<file path="config.mk">
export PLATFORM = sky130hd
export DESIGN_NAME = giu_ecc_err_mon
export DESIGN_NICKNAME = d
export VERILOG_FILES = /design/src/rtl/giu_ecc_err_mon.sv
export SDC_FILE = /design/constraint.sdc
export NUM_CORES = 1
export LEC_CHECK = 0
export ABC_CLOCK_PERIOD_IN_PS = 5500
export CORE_MARGIN = 2
export CORE_UTILIZATION = 53
export CTS_BUF_LIST = sky130_fd_sc_hd__clkbuf_4 sky130_fd_sc_hd__clkbuf_8
export CTS_CLUSTER_DIAMETER = 30
export DETAILED_ROUTE_END_ITERATION = 10
export PLACE_DENSITY = 0.83
export RECOVER_POWER = 100
export REMOVE_ABC_BUFFERS = 1
export SLEW_MARGIN = 0
export SYNTH_ARGS = -nofsm -noshare
export SYNTH_HDL_FRONTEND = slang
export SYNTH_SLANG_ARGS = --single-unit
</file>
<file path="constraint.sdc">
create_clock -name clk -period 5.5 [get_ports clk]
set_clock_uncertainty 0.1 [all_clocks]
set_input_delay 0.55 -clock clk [delete_from_list [all_inputs] [get_ports clk]]
set_output_delay 0.55 -clock clk [all_outputs]
set_load 0.03 [all_outputs]
</file>
<file path="src/rtl/giu_ecc_err_mon.sv">
// ECC error monitor: per-channel SBE/DBE saturating counters and sticky C/UC interrupts.
// GIU_ECC_ERR_MON_RESILIENCE_EN adds the aggregate cerr counter, threshold fault FSM and mission fault.
module giu_ecc_err_mon #(
  parameter int NUM_CH = 2,
  parameter int CNT_W  = 32,
  parameter int THR_W  = 10,
  parameter int CERR_W = 16
) (
  input  logic                     clk,
  input  logic                     reset,
  input  logic [NUM_CH-1:0]        sbe_vld,
  input  logic [NUM_CH-1:0]        dbe_vld,
  input  logic                     cnt_clr,
  input  logic                     irq_c_clr,
  input  logic                     irq_uc_clr,
  input  logic [THR_W-1:0]         cerr_threshold,
  output logic [NUM_CH*CNT_W-1:0]  single_bit_count,
  output logic [NUM_CH*CNT_W-1:0]  double_bit_count,
  output logic                     irq_c,
  output logic                     irq_uc,
  output logic [CERR_W-1:0]        cerr_counter,
  output logic                     cerr_over_thres_fault,
  output logic                     mission_fault
);

  // A DBE on a channel swallows a coincident SBE on the same channel.
  logic [NUM_CH-1:0] sbe_eff;
  logic [NUM_CH-1:0] dbe_eff;
  logic              any_sbe;
  logic              any_dbe;

  assign dbe_eff = dbe_vld;
  assign sbe_eff = sbe_vld & ~dbe_vld;
  assign any_sbe = |sbe_eff;
  assign any_dbe = |dbe_eff;

  genvar gi;
  generate
    for (gi = 0; gi < NUM_CH; gi++) begin : g_ch
      logic [CNT_W-1:0] sbe_cnt_q, sbe_cnt_d, sbe_base;
      logic [CNT_W-1:0] dbe_cnt_q, dbe_cnt_d, dbe_base;

      always_comb begin
        sbe_base  = cnt_clr ? '0 : sbe_cnt_q;
        dbe_base  = cnt_clr ? '0 : dbe_cnt_q;
        sbe_cnt_d = sbe_base;
        dbe_cnt_d = dbe_base;
        if (sbe_eff[gi] && (sbe_base != {CNT_W{1'b1}})) sbe_cnt_d = sbe_base + CNT_W'(1);
        if (dbe_eff[gi] && (dbe_base != {CNT_W{1'b1}})) dbe_cnt_d = dbe_base + CNT_W'(1);
      end

      always_ff @(posedge clk or posedge reset) begin
        if (reset) begin
          sbe_cnt_q <= '0;
          dbe_cnt_q <= '0;
        end else begin
          sbe_cnt_q <= sbe_cnt_d;
          dbe_cnt_q <= dbe_cnt_d;
        end
      end

      assign single_bit_count[gi*CNT_W +: CNT_W] = sbe_cnt_q;
      assign double_bit_count[gi*CNT_W +: CNT_W] = dbe_cnt_q;
    end
  endgenerate

  logic irq_c_q, irq_c_d;
  logic irq_uc_q, irq_uc_d;

  // A new event in the same cycle as the W1C pulse keeps the interrupt set.
  assign irq_c_d  = any_sbe | (irq_c_q  & ~irq_c_clr);
  assign irq_uc_d = any_dbe | (irq_uc_q & ~irq_uc_clr);

  always_ff @(posedge clk or posedge reset) begin
    if (reset) begin
      irq_c_q  <= 1'b0;
      irq_uc_q <= 1'b0;
    end else begin
      irq_c_q  <= irq_c_d;
      irq_uc_q <= irq_uc_d;
    end
  end

  assign irq_c  = irq_c_q;
  assign irq_uc = irq_uc_q;

`ifdef GIU_ECC_ERR_MON_RESILIENCE_EN
  localparam int POP_W = $clog2(NUM_CH + 1);

  typedef enum logic [1:0] {ST_IDLE, ST_CNT, ST_OVER} state_e;

  logic [POP_W-1:0]  sbe_pop;
  logic [CERR_W-1:0] cerr_q, cerr_d, cerr_base;
  logic [CERR_W:0]   cerr_sum;
  logic              thr_hit;
  logic              fault_q;
  logic              mission_q, mission_d;
  state_e            state_q, state_base;

  always_comb begin
    sbe_pop = '0;
    for (int i = 0; i < NUM_CH; i++) sbe_pop = sbe_pop + POP_W'(sbe_eff[i]);
  end

  assign cerr_base = cnt_clr ? '0 : cerr_q;
  assign cerr_sum  = {1'b0, cerr_base} + (CERR_W+1)'(sbe_pop);
  assign cerr_d    = cerr_sum[CERR_W] ? {CERR_W{1'b1}} : cerr_sum[CERR_W-1:0];
  assign thr_hit   = (cerr_threshold != '0) &&
                     (cerr_d > {{(CERR_W-THR_W){1'b0}}, cerr_threshold});
  assign mission_d = mission_q | any_dbe;

  // cnt_clr restarts the FSM from IDLE, but events of the same cycle still advance it.
  assign state_base = cnt_clr ? ST_IDLE : state_q;

  always_ff @(posedge clk or posedge reset) begin
    if (reset) begin
      state_q   <= ST_IDLE;
      fault_q   <= 1'b0;
      cerr_q    <= '0;
      mission_q <= 1'b0;
    end else begin
      cerr_q    <= cerr_d;
      mission_q <= mission_d;
      unique case (state_base)
        ST_IDLE: begin
          state_q <= any_sbe ? ST_CNT : ST_IDLE;
          fault_q <= 1'b0;
        end
        ST_CNT: begin
          state_q <= thr_hit ? ST_OVER : ST_CNT;
          fault_q <= thr_hit;
        end
        ST_OVER: begin
          state_q <= ST_OVER;
          fault_q <= 1'b1;
        end
        default: begin
          state_q <= ST_IDLE;
          fault_q <= 1'b0;
        end
      endcase
    end
  end

  assign cerr_counter          = cerr_q;
  assign cerr_over_thres_fault = fault_q;
  assign mission_fault         = mission_q;
`else
  logic unused_thr;
  assign unused_thr            = ^cerr_threshold;
  assign cerr_counter          = '0;
  assign cerr_over_thres_fault = 1'b0;
  assign mission_fault         = 1'b0;
`endif

endmodule

</file>
==> impl_table.tex <==
\begin{tabular}{lr}
\hline
Metric & Value \\
\hline
\multicolumn{2}{l}{\textbf{Outcome}} \\
Run status & finished with violations \\
Violations in the final reports & capacitance limit, slew limit \\
\multicolumn{2}{l}{\textbf{Worst setup path}} \\
Worst setup path class & in2reg \\
Critical path startpoint category & primary input \\
Critical path arrival & 4.24 ns \\
Setup crit end kind & register \\
Max FO, Critical Path & 40 \\
Crit path required time & 5.75 ns \\
\multicolumn{2}{l}{\textbf{Timing}} \\
Setup repair after global routing missed its margin & no \\
Final Hold Violating Endpoints & 0 \\
Sum of negative setup slack & 0 ns \\
Post-route clock period utilization & 72.6\% \\
Maximum clock rate & 250 MHz \\
Number of max-slew violations in the final report & 86 \\
Final Critical Period & 3.99 ns \\
Least-Margin Pin Slew & 1.98 ns \\
Final worst setup slack & 1.51 ns \\
Slew margin rel. & -32.7\% \\
Final setup violation count & 0 \\
\multicolumn{2}{l}{\textbf{Global route}} \\
Total routing resource utilization after global routing & 24.8\% \\
Number of global-route vias before repair & 6,188 \\
First-pass GRT wire length & 30,300 um \\
Met1 GRT Util & 33.9\% \\
Remaining global-route overflow & 0 \\
Global-route met3 utilization & 6.04\% \\
Maximum number of pins on one net before global-route repair & 74 \\
Global routing met2 resource utilization & 39.2\% \\
Most heavily used metal layer in global routing & met2 \\
Number of antenna violations at the first check in global routing & 0 \\
\multicolumn{2}{l}{\textbf{Detailed routing}} \\
Initial DRC Count & 470 \\
Total via count in the routed design & 6,723 \\
Remaining DRCs & 0 \\
Vias per std cell & 5.94 \\
Total wire length after detailed routing & 18,200 um \\
Iteration count of the initial detailed-routing pass & 6 \\
Average routed wire per standard cell & 16.1 um \\
Antenna Violating Nets Remaining & 0 \\
\multicolumn{2}{l}{\textbf{Yosys}} \\
Number of instances in the synthesized netlist & 819 \\
Cell types with the highest counts after synthesis & dfrtp\_1, nand2\_1, nand3\_1 \\
Netlist Area Pre-Place & 0.00760 mm\^{}2 \\
Post-synthesis cell type with the largest combined area & dfrtp\_1 \\
Sequential cell area fraction in the yosys report & 42.8\% \\
Post-synth EDFFs & 0 \\
Syn. warnings & 0 \\
Yosys top cell area share & 42.8\% \\
Avg Inst Size Synth & 9.28 um\^{}2 \\
Leading cell type by number of instances after synthesis & dfrtp\_1 \\
Post-synthesis cell type count & 70 \\
Number of flip-flops and latches in the synthesized netlist & 130 \\
Top FF cell, synth & dfrtp\_1 \\
Proportion of register bits with asynchronous set or reset after synthesis & 100\% \\
Largest cells by area after synthesis & dfrtp\_1, xnor2\_1, nand2\_1 \\
\multicolumn{2}{l}{\textbf{Placed design}} \\
Number of placed instances with taps included & 1,103 \\
Instance area at placement & 0.00900 mm\^{}2 \\
Sum of net half-perimeters after detailed placement & 12,500 um \\
Final estimated routing congestion in global placement & 0.834 \\
Worst slack, placed & 2.15 ns \\
IO buf count & 138 \\
\multicolumn{2}{l}{\textbf{Floorplan}} \\
Floorplan core area & 0.0139 mm\^{}2 \\
Top-level I/O count & 167 \\
Starting utilization of the core area & 54.5\% \\
Overall die area & 0.0153 mm\^{}2 \\
Die height & 124 um \\
Number of placement rows & 43 \\
Horizontal extent of the die & 124 um \\
\multicolumn{2}{l}{\textbf{Cells and area}} \\
Fin nets & 961 \\
Total inserted antenna cells & 0 \\
Fraction of final layout cells with drive strength greater than 1 & 6.93\% \\
Area growth from synthesis to final layout & 21.1\% \\
Final cell count without fillers & 1,132 \\
Area of all placed cells without fillers & 0.00921 mm\^{}2 \\
\multicolumn{2}{l}{\textbf{Pwr}} \\
VDD IR max & 0.131 mV \\
Static leakage & 4.02 nW \\
Power Total & 1.81 mW \\
Cell Pwr Density & 196 mW/mm\^{}2 \\
\multicolumn{2}{l}{\textbf{Clock network}} \\
Max Root-Sink Buffers & 2 \\
Clock tree from TritonCTS & built \\
Post-CTS Hold Fix Bufs & 0 \\
Number of setup buffers added after CTS & 0 \\
Clock root buffer & clkbuf\_8 \\
Number of cells upsized or downsized after cts & 0 \\
Clock edge transition at the registers on the reported setup and hold paths & 0.07 ns \\
Sink count of the clock tree & 130 \\
Maximum level of the CTS H-tree & 4 \\
Clock Latency Late Sink & 0.46 ns \\
CTS Buf Count & 17 \\
\multicolumn{2}{l}{\textbf{Worst hold path}} \\
Worst min-delay path category & reg2reg \\
\multicolumn{2}{l}{\textbf{Flow run}} \\
\# Max-Cap Violations & 2 \\
\hline
\end{tabular}
[where the power goes]
part	total (mW)	internal (mW)	switching [mW]
logic	0.131	0.0348	0.0960
clock network	0.699	0.337	0.362
registers	0.978	0.964	0.0140
[path summary, 6_finish.rpt]
kind	startpoint	end	slack, ns	cells after the start
worst min register to register	irq_uc$_DFF_PP0_	irq_uc$_DFF_PP0_	0.44	2
worst max-delay path	cnt_clr	g_ch[1].dbe_cnt_q[28]$_DFF_PP0_	1.51	8
max in group asynchronous	reset	g_ch[0].dbe_cnt_q[28]$_DFF_PP0_	3.02	3
min in group asynchronous	reset	g_ch[1].dbe_cnt_q[26]$_DFF_PP0_	0.96	2
worst max register to register	g_ch[1].dbe_cnt_q[8]$_DFF_PP0_	g_ch[1].dbe_cnt_q[25]$_DFF_PP0_	2.34	6
worst min-delay path	irq_uc$_DFF_PP0_	irq_uc$_DFF_PP0_	0.44	2
[cells by family (layout without fill, tap and decap cells)]
group / Yosys count / count (layout) / share of synthesized area (%)
DFF: 130 / 130 / 42.8
muxes: 13 / 13 / 1.89
AOI/OAI and AO/OA: 117 / 117 / 11.1
buffers and inverters: 89 / 205 / 5.86
and+or+nand+nor: 417 / 417 / 32.3
xor gates and xnor gates: 52 / 52 / 5.99
other: 1 / 18 / 0.0494
[per-stage QoR]
stage	hold slack, ns	utilization [%]
floorplan	0.513	-
global placement	0.431	64.6
detailed placement	0.438	64.6
CTS	0.406	66.9
global route	0.494	66.1
finish	0.442	66.1
[routing by layer]
metal  part of all wire [%]  vias to the layer above  wire (um)
met5                      0                        -          0
met4                    1.5                        0        264
met3                    6.3                       20       1140
met2                     48                      222       8730
met1                     44                     3298       8030
li1                       -                     3183          -
[sequential cells by signal, summed over array words and instances, names as in the netlist]
signal / flops
g_ch.dbe_cnt_q: 64
g_ch.sbe_cnt_q: 64
irq_c: 1
irq_uc: 1
[worst max-delay path, stage by stage]
cell and delay, ns:
clkbuf_1 1.20, buf_4 0.49, nand4b_1 0.21, nor4_1 0.08
and4_1 0.35, clkbuf_1 0.47, nor4_1 0.48, mux2_2 0.38
[layout by cell type (no fill, tap or decap), types with 5 or more instances in the layout]
cell type      Yosys  routed
mux2_2             9       9
o41ai_1            7       7
nand4b_1           7       8
or3_1             14      14
o21ai_0           15      16
nor2_1            48      48
xnor2_1           48      48
dfrtp_1          130     130
o311ai_0           8       8
or4_1             13      14
nand3_1           53      53
a31oi_1            5       5
inv_1             31      30
a21o_1             7       7
nor4_1            22      26
a211oi_1           4       5
nand4_1           29      29
dlygate4sd3_1      0     133
nand2b_1          13      13
and2_1             8       5
o31ai_1            7       8
clkinv_2           0       6
clkbuf_8           0      19
nand2_1           77      77
nor3_1            30      30
nand3b_1           5       5
conb_1             1      18
nor2b_1           36      36
and3_1            20      20
and4_1             7       7
or2_2              9       9
a21oi_1           35      35
[area by class of cell]
type / count / area [um^2]
Inverter: 31 / 118
Timing Repair Buffer: 145 / 1430
Clock buffer: 22 / 284
Sequential cell: 130 / 3250
Multi-Input combinational cell: 617 / 3860
Clock inverter: 7 / 37.5
Fill cell: 1174 / 4730
Tap cell: 180 / 225
Note: power is estimated with default switching activity, not from simulation.
